--- config.mk ---
export PLATFORM = sky130hd
export DESIGN_NAME = axilite_slave_regs_flat
export DESIGN_NICKNAME = d
export VERILOG_FILES = /design/src/rtl/axilite_slave_regs_if.sv /design/src/rtl/axilite_slave_regs.sv /design/src/flat_wrapper.sv
export SDC_FILE = /design/constraint.sdc
export NUM_CORES = 1
export LEC_CHECK = 0
export CAP_MARGIN = 5
export CORE_MARGIN = 2
export CORE_UTILIZATION = 39
export DETAILED_ROUTE_END_ITERATION = 8
export PLACE_DENSITY = 0.69
export SYNTH_ARGS = -nofsm -noshare
export SYNTH_HDL_FRONTEND = slang
export SYNTH_SLANG_ARGS = --single-unit
export TNS_END_PERCENT = 100
--- constraint.sdc ---
create_clock -name ACLK -period 12.22 [get_ports ACLK]
set_input_delay 2.444 -clock ACLK [delete_from_list [all_inputs] [get_ports ACLK]]
set_output_delay 2.444 -clock ACLK [all_outputs]
set_load 0.01 [all_outputs]
--- src/rtl/axilite_slave_regs_if.sv ---
// AXI4-Lite bus bundle between the register-file slave and its master.
// Signal names follow the AXI4-Lite channel names.
interface axilite_slave_regs_if #(
    parameter int unsigned AXI_ADDR_WIDTH = 32,
    parameter int unsigned AXI_DATA_WIDTH = 32
);

    logic [AXI_ADDR_WIDTH-1:0]   AWADDR;
    logic [2:0]                  AWPROT;
    logic                        AWVALID;
    logic                        AWREADY;
    logic [AXI_DATA_WIDTH-1:0]   WDATA;
    logic [AXI_DATA_WIDTH/8-1:0] WSTRB;
    logic                        WVALID;
    logic                        WREADY;
    logic [1:0]                  BRESP;
    logic                        BVALID;
    logic                        BREADY;
    logic [AXI_ADDR_WIDTH-1:0]   ARADDR;
    logic [2:0]                  ARPROT;
    logic                        ARVALID;
    logic                        ARREADY;
    logic [AXI_DATA_WIDTH-1:0]   RDATA;
    logic [1:0]                  RRESP;
    logic                        RVALID;
    logic                        RREADY;

    modport master (
        output AWADDR, AWPROT, AWVALID, WDATA, WSTRB, WVALID, BREADY,
        output ARADDR, ARPROT, ARVALID, RREADY,
        input  AWREADY, WREADY, BRESP, BVALID, ARREADY, RDATA, RRESP, RVALID
    );

    modport slave (
        input  AWADDR, AWPROT, AWVALID, WDATA, WSTRB, WVALID, BREADY,
        input  ARADDR, ARPROT, ARVALID, RREADY,
        output AWREADY, WREADY, BRESP, BVALID, ARREADY, RDATA, RRESP, RVALID
    );

endinterface

--- src/rtl/axilite_slave_regs.sv ---
// AXI4-Lite slave register file: NUM_REGS 32-bit registers, byte-strobed writes,
// single outstanding write and read, SLVERR on out-of-range addresses.
module axilite_slave_regs #(
    parameter int unsigned AXI_ADDR_WIDTH = 32,
    parameter int unsigned AXI_DATA_WIDTH = 32,
    parameter int unsigned NUM_REGS       = 8
) (
    input  logic                               ACLK,
    input  logic                               ARESET,
    axilite_slave_regs_if.slave                axi,
    output logic [NUM_REGS*AXI_DATA_WIDTH-1:0] regs_o
);

    localparam int unsigned IdxW  = $clog2(NUM_REGS);
    localparam int unsigned StrbW = AXI_DATA_WIDTH / 8;
    localparam logic [AXI_ADDR_WIDTH-1:0] AddrLimit = AXI_ADDR_WIDTH'(NUM_REGS * 4);
    localparam logic [1:0] RespOkay   = 2'b00;
    localparam logic [1:0] RespSlverr = 2'b10;

    typedef enum logic [0:0] {RIdle, RResp} rstate_e;

    // Holds all readies low until the first edge after reset is released.
    logic ready_en_q;

    logic                      aw_full_q, aw_full_d;
    logic [AXI_ADDR_WIDTH-1:0] aw_addr_q, aw_addr_d;
    logic                      w_full_q, w_full_d;
    logic [AXI_DATA_WIDTH-1:0] w_data_q, w_data_d;
    logic [StrbW-1:0]          w_strb_q, w_strb_d;
    logic                      bvalid_q, bvalid_d;
    logic [1:0]                bresp_q, bresp_d;
    logic [AXI_DATA_WIDTH-1:0] regs_q [NUM_REGS];
    logic [AXI_DATA_WIDTH-1:0] regs_d [NUM_REGS];

    rstate_e                   rstate_q, rstate_d;
    logic [AXI_DATA_WIDTH-1:0] rdata_q, rdata_d;
    logic [1:0]                rresp_q, rresp_d;

    logic            aw_hs, w_hs, ar_hs;
    logic            aw_in_range, ar_in_range;
    logic [IdxW-1:0] aw_idx, ar_idx;
    logic            unused_prot;

    assign unused_prot = ^{axi.AWPROT, axi.ARPROT};

    assign axi.AWREADY = ready_en_q && !aw_full_q && !bvalid_q;
    assign axi.WREADY  = ready_en_q && !w_full_q && !bvalid_q;
    assign axi.BVALID  = bvalid_q;
    assign axi.BRESP   = bresp_q;
    assign axi.ARREADY = ready_en_q && (rstate_q == RIdle);
    assign axi.RVALID  = (rstate_q == RResp);
    assign axi.RDATA   = rdata_q;
    assign axi.RRESP   = rresp_q;

    assign aw_hs = axi.AWVALID && axi.AWREADY;
    assign w_hs  = axi.WVALID && axi.WREADY;
    assign ar_hs = axi.ARVALID && axi.ARREADY;

    assign aw_idx      = aw_addr_q[IdxW+1:2];
    assign aw_in_range = aw_addr_q < AddrLimit;
    assign ar_idx      = axi.ARADDR[IdxW+1:2];
    assign ar_in_range = axi.ARADDR < AddrLimit;

    // Write path: independent address and data slots, commit once both are full.
    always_comb begin
        aw_full_d = aw_full_q;
        aw_addr_d = aw_addr_q;
        w_full_d  = w_full_q;
        w_data_d  = w_data_q;
        w_strb_d  = w_strb_q;
        bvalid_d  = bvalid_q;
        bresp_d   = bresp_q;
        regs_d    = regs_q;

        if (aw_full_q && w_full_q) begin
            aw_full_d = 1'b0;
            w_full_d  = 1'b0;
            bvalid_d  = 1'b1;
            if (aw_in_range) begin
                bresp_d = RespOkay;
                for (int unsigned b = 0; b < StrbW; b++) begin
                    if (w_strb_q[b]) begin
                        regs_d[aw_idx][8*b +: 8] = w_data_q[8*b +: 8];
                    end
                end
            end else begin
                bresp_d = RespSlverr;
            end
        end else begin
            if (aw_hs) begin
                aw_full_d = 1'b1;
                aw_addr_d = axi.AWADDR;
            end
            if (w_hs) begin
                w_full_d = 1'b1;
                w_data_d = axi.WDATA;
                w_strb_d = axi.WSTRB;
            end
        end

        if (bvalid_q && axi.BREADY) begin
            bvalid_d = 1'b0;
        end
    end

    // Read path: regs_q is sampled before any same-edge commit lands.
    always_comb begin
        rstate_d = rstate_q;
        rdata_d  = rdata_q;
        rresp_d  = rresp_q;
        unique case (rstate_q)
            RIdle: begin
                if (ar_hs) begin
                    rstate_d = RResp;
                    if (ar_in_range) begin
                        rdata_d = regs_q[ar_idx];
                        rresp_d = RespOkay;
                    end else begin
                        rdata_d = '0;
                        rresp_d = RespSlverr;
                    end
                end
            end
            RResp: begin
                if (axi.RREADY) begin
                    rstate_d = RIdle;
                end
            end
            default: rstate_d = RIdle;
        endcase
    end

    always_ff @(posedge ACLK or posedge ARESET) begin
        if (ARESET) begin
            ready_en_q <= 1'b0;
            aw_full_q  <= 1'b0;
            aw_addr_q  <= '0;
            w_full_q   <= 1'b0;
            w_data_q   <= '0;
            w_strb_q   <= '0;
            bvalid_q   <= 1'b0;
            bresp_q    <= RespOkay;
            for (int unsigned i = 0; i < NUM_REGS; i++) begin
                regs_q[i] <= '0;
            end
            rstate_q   <= RIdle;
            rdata_q    <= '0;
            rresp_q    <= RespOkay;
        end else begin
            ready_en_q <= 1'b1;
            aw_full_q  <= aw_full_d;
            aw_addr_q  <= aw_addr_d;
            w_full_q   <= w_full_d;
            w_data_q   <= w_data_d;
            w_strb_q   <= w_strb_d;
            bvalid_q   <= bvalid_d;
            bresp_q    <= bresp_d;
            regs_q     <= regs_d;
            rstate_q   <= rstate_d;
            rdata_q    <= rdata_d;
            rresp_q    <= rresp_d;
        end
    end

    for (genvar g = 0; g < NUM_REGS; g++) begin : g_regs_out
        assign regs_o[g*AXI_DATA_WIDTH +: AXI_DATA_WIDTH] = regs_q[g];
    end

endmodule

--- src/flat_wrapper.sv ---
// flat-port wrapper written by rule: the top's interface ports become plain ports
module axilite_slave_regs_flat 
#(
    parameter int unsigned AXI_ADDR_WIDTH = 32,
    parameter int unsigned AXI_DATA_WIDTH = 32,
    parameter int unsigned NUM_REGS       = 8
)
  (ACLK, ARESET, regs_o, axi_AWADDR, axi_AWPROT, axi_AWVALID, axi_WDATA, axi_WSTRB, axi_WVALID, axi_BREADY, axi_ARADDR, axi_ARPROT, axi_ARVALID, axi_RREADY, axi_AWREADY, axi_WREADY, axi_BRESP, axi_BVALID, axi_ARREADY, axi_RDATA, axi_RRESP, axi_RVALID);
  axilite_slave_regs_if #(.AXI_ADDR_WIDTH(AXI_ADDR_WIDTH), .AXI_DATA_WIDTH(AXI_DATA_WIDTH)) axi_i ();
  input  logic ACLK;
  input  logic ARESET;
  output logic [NUM_REGS*AXI_DATA_WIDTH-1:0] regs_o;
  input wire logic [$bits(axi_i.AWADDR)-1:0] axi_AWADDR;
  input wire logic [$bits(axi_i.AWPROT)-1:0] axi_AWPROT;
  input wire logic [$bits(axi_i.AWVALID)-1:0] axi_AWVALID;
  input wire logic [$bits(axi_i.WDATA)-1:0] axi_WDATA;
  input wire logic [$bits(axi_i.WSTRB)-1:0] axi_WSTRB;
  input wire logic [$bits(axi_i.WVALID)-1:0] axi_WVALID;
  input wire logic [$bits(axi_i.BREADY)-1:0] axi_BREADY;
  input wire logic [$bits(axi_i.ARADDR)-1:0] axi_ARADDR;
  input wire logic [$bits(axi_i.ARPROT)-1:0] axi_ARPROT;
  input wire logic [$bits(axi_i.ARVALID)-1:0] axi_ARVALID;
  input wire logic [$bits(axi_i.RREADY)-1:0] axi_RREADY;
  output wire logic [$bits(axi_i.AWREADY)-1:0] axi_AWREADY;
  output wire logic [$bits(axi_i.WREADY)-1:0] axi_WREADY;
  output wire logic [$bits(axi_i.BRESP)-1:0] axi_BRESP;
  output wire logic [$bits(axi_i.BVALID)-1:0] axi_BVALID;
  output wire logic [$bits(axi_i.ARREADY)-1:0] axi_ARREADY;
  output wire logic [$bits(axi_i.RDATA)-1:0] axi_RDATA;
  output wire logic [$bits(axi_i.RRESP)-1:0] axi_RRESP;
  output wire logic [$bits(axi_i.RVALID)-1:0] axi_RVALID;
  assign axi_i.AWADDR = axi_AWADDR;
  assign axi_i.AWPROT = axi_AWPROT;
  assign axi_i.AWVALID = axi_AWVALID;
  assign axi_i.WDATA = axi_WDATA;
  assign axi_i.WSTRB = axi_WSTRB;
  assign axi_i.WVALID = axi_WVALID;
  assign axi_i.BREADY = axi_BREADY;
  assign axi_i.ARADDR = axi_ARADDR;
  assign axi_i.ARPROT = axi_ARPROT;
  assign axi_i.ARVALID = axi_ARVALID;
  assign axi_i.RREADY = axi_RREADY;
  assign axi_AWREADY = axi_i.AWREADY;
  assign axi_WREADY = axi_i.WREADY;
  assign axi_BRESP = axi_i.BRESP;
  assign axi_BVALID = axi_i.BVALID;
  assign axi_ARREADY = axi_i.ARREADY;
  assign axi_RDATA = axi_i.RDATA;
  assign axi_RRESP = axi_i.RRESP;
  assign axi_RVALID = axi_i.RVALID;
  axilite_slave_regs #(.AXI_ADDR_WIDTH(AXI_ADDR_WIDTH), .AXI_DATA_WIDTH(AXI_DATA_WIDTH), .NUM_REGS(NUM_REGS)) u_core (.ACLK(ACLK), .ARESET(ARESET), .axi(axi_i), .regs_o(regs_o));
endmodule
==> parameters.txt <==
Parameter                              Value

Run status
  Result of the run    finished clean

Synthesis
  Sequential element share of the synthesized area    56.8%
  Number of distinct library cells after synthesis    33
  Flip-flop and latch count after synthesis    361
  Async S/R FF share, synth    100%
  Synth Warn #    0
  Cell count after synthesis    992
  Synth area leader    sky130_fd_sc_hd__dfrtp_1
  Count leader, synth    sky130_fd_sc_hd__dfrtp_1
  Post-synth EDFFs    0
  Commonest cells in the synthesized netlist    361 x sky130_fd_sc_hd__dfrtp_1, 321 x sky130_fd_sc_hd__mux2_2, 64 x sky130_fd_sc_hd__mux4_2
  Largest cells by area after synthesis    sky130_fd_sc_hd__dfrtp_1 57%, sky130_fd_sc_hd__mux2_2 23%, sky130_fd_sc_hd__mux4_2 9.1%
  Post-synth top area share    56.8%
  Synth Flop Type    sky130_fd_sc_hd__dfrtp_1
  Average cell area after synthesis    16.0 um2
  Area of the mapped netlist    15,900 um2

Layout
  Number of nets in the final layout    1,505
  Filler cell count in the final layout    3,311
  End-of-flow core utilization    53.9%
  Fraction of layout cells with a size suffix above 1    34.2%
  Area overhead of the layout relative to synthesis    35.6%

Pwr
  Total power    2.96 mW
  Share of total power in sequential cells    50.4%
  Internal Power    2.13 mW
  Switching pwr    832 uW
  Switching portion of total power    28.1%
  Worst vdd ir    0.000131 V
  Proportion of power drawn by the clock network    37.3%
  Leak Pwr    9.65 nW
  Power density of the placed cells    137 nW/um2
  Portion of total power attributed to combinational logic    12.3%

Setup path
  Slowest-stage cell, CP    sky130_fd_sc_hd__or4_2
  Worst setup path class    input port to flop
  Critical path launch point    axi_ARADDR[31]
  Cell family with most CP delay    simple AND/OR/NAND/NOR gates
  WP buf/inv    1
  Type of element capturing the critical path    flop
  Worst-path fanout max    33
  Crit-path max cell delay    1.15 ns
  CP Data Required Time    12.67 ns
  Worst EP arrival    4.84 ns
  CP cell instances    clkdlybuf4s50_1 -> nor4_1 -> nand4_1 -> or4_2 -> o21ai_0
  Critical R2R Launch    u_core.aw_addr_q[22]
  Startpoint class of the critical path    input port

Clock network
  Clock tree root driver cell    sky130_fd_sc_hd__clkbuf_16
  Max H-tree Level    2
  Total clock sinks    361
  Clock insertion delay at the later pin of the skew report    0.55 ns
  Hold-fix buffer count after cts    0
  Total of cells resized after clock tree synthesis    0
  Clock Tree Buf Depth    3
  CTS tree    yes
  Reg clk slew, reported paths    0.06 ns
  Inserted Clock Buffers    39
  Setup repair bufs after CTS    0

Die
  Horizontal extent of the die    206 um
  Floorplan row count    73
  Starting utilization of the core area    39.7%
  Core area    40,000 um2
  Overall die area    42,400 um2
  Top-level I/O count    410
  Chip height    206 um

Routing
  Count of unresolved DRC violations after routing    0
  Antenna-violating nets left    0
  Detailed-route vias per instance    5.33
  Via count    10,375
  First drt pass iteration count    4
  Starting DRT DRC Count    475
  Average detailed-routed wire length per instance    24.3 um
  Post-Route WL    47,300 um

STA
  Number of pins exceeding their max-slew limit in the final report    0
  Setup_tns    0 ns
  Number of failing hold endpoints at the final stage    0
  Highest clock frequency the design can meet    228 MHz
  Post-route minimum period    4.39 ns
  RSZ-0062 raised after global routing    no
  Worst Clk Skew    0.0202 ns
  Worst slew pin tran    1.01 ns
  Final period utilization    36.0%
  Max-slew headroom at the worst pin    32.7%
  Number of endpoints failing setup at the final stage    0

Placement
  Gpl congestion    0.777
  IO Port Bufs    397
  HPWL after detailed placement    31,500 um

Run
  Max capacitance violation total    0

Global route
  Global-route wire length before repair    70,300 um
  Number of antenna violations at the first check in global routing    4
  Overflow after GRT    0
  Aggregate global-route resource usage    22.4%
  Pin count of the biggest net entering global routing    175
  Vias in the first global route    10,867

Worst hold path
  Type of the tightest min-delay check    flop to flop
  Hold Startpoint    u_core.axi.RDATA[28]
[cell usage in the layout, fill, tap and decap left out, types with 2 or more instances in the layout]
master,count
sky130_fd_sc_hd__clkbuf_1,12
sky130_fd_sc_hd__nand2_1,43
sky130_fd_sc_hd__clkbuf_16,39
sky130_fd_sc_hd__o21ai_0,34
sky130_fd_sc_hd__nor4_1,12
sky130_fd_sc_hd__mux2i_1,33
sky130_fd_sc_hd__nand2b_1,6
sky130_fd_sc_hd__nor2_1,3
sky130_fd_sc_hd__clkinvlp_4,2
sky130_fd_sc_hd__nor4_4,25
sky130_fd_sc_hd__or2_2,2
sky130_fd_sc_hd__clkbuf_8,3
sky130_fd_sc_hd__mux4_2,64
sky130_fd_sc_hd__clkinv_2,9
sky130_fd_sc_hd__nand3_1,6
sky130_fd_sc_hd__diode_2,3
sky130_fd_sc_hd__clkdlybuf4s50_1,394
sky130_fd_sc_hd__conb_1,3
sky130_fd_sc_hd__nor3_1,7
sky130_fd_sc_hd__mux2_2,321
sky130_fd_sc_hd__inv_1,3
sky130_fd_sc_hd__buf_4,10
sky130_fd_sc_hd__nand4_1,4
sky130_fd_sc_hd__buf_12,2
sky130_fd_sc_hd__dfrtp_1,361
[worst register-to-register path, delay by kind of cell (launching register included)]
family	cells	cell delay [ns]
AND/OR/NAND/NOR	3	1.60
multiplexers	1	0.42
buffers and inverters	1	0.41
flip-flops	1	0.38
[worst paths after layout]
path,endpoint,slack [ns],depth (start not counted)
worst max-delay path,u_core.axi.RDATA[22],7.83,5
worst min-delay path,u_core.axi.RDATA[28],0.48,2
worst max register to register,u_core.regs_o[28],9.29,5
worst min register to register,u_core.axi.RDATA[28],0.48,2
max in group asynchronous,u_core.regs_o[171],8.54,3
min in group asynchronous,u_core.axi.RDATA[30],2.32,2
[registers in the layout (all words and copies together) (netlist names), 4 cells and up]
signal and cells:
u_core.regs_o 256, u_core.axi.RDATA 32, u_core.w_data_q 32, u_core.aw_addr_q 30, u_core.w_strb_q 4
[area by class of cell]
cell class                 count  area [um2]  share of cell area [%]
clock buffer                  54        1060                    4.93
tap                          525         657                    3.05
inverter                       4        18.8                  0.0871
multi-input combinational    579        6610                    30.7
sequential                   361        9030                    41.9
antenna                        3        7.51                  0.0348
timing repair buffer         407        4060                    18.9
clock inverter                12        91.3                   0.424
[power groups by stage]
stage          Clock (mW)  Combinational (mW)  Sequential [mW]
2_1_floorplan           0               0.261             1.45
3_3_place_gp            0               0.361             1.50
3_5_place_dp            0               0.370             1.51
4_1_cts              1.13               0.371             1.49
5_1_grt              1.19               0.395             1.52
6_report             1.10               0.365             1.49
[layer usage]
metal  vias to the layer above  part of all wire [%]  GRT usage [%]
met2                       358                    48           36.1
met5                         -                 0.015              0
met1                      5420                    42           29.7
met3                        74                   7.7           6.40
li1                       4521                     -              -
met4                         2                   2.5           5.97
[stage by stage]
step                instance area, um2  hold slack (ns)  setup WS [ns]  cells
global placement                 20400            0.463           7.30   1876
global route                     21500            0.500           7.74   1943
CTS                              21500            0.484           7.80   1942
floorplan                        15900            0.481           4.94    993
finish                           21500            0.479           7.83   1945
detailed placement               20400            0.470           7.24   1876
[kinds of logic (layout without fill, tap and decap cells)]
kind of cell           after synthesis  count (layout)  share of synthesized area, %
multiplexers                       419             419                          34.0
flip-flops                         361             361                          56.8
AND/OR/NAND/NOR                    120             120                          6.28
buffers and inverters               53             477                          1.65
AO/OA/AOI/OAI                       37              37                          1.21
other                                2               6                        0.0473
(Power assumes the default switching activity.)
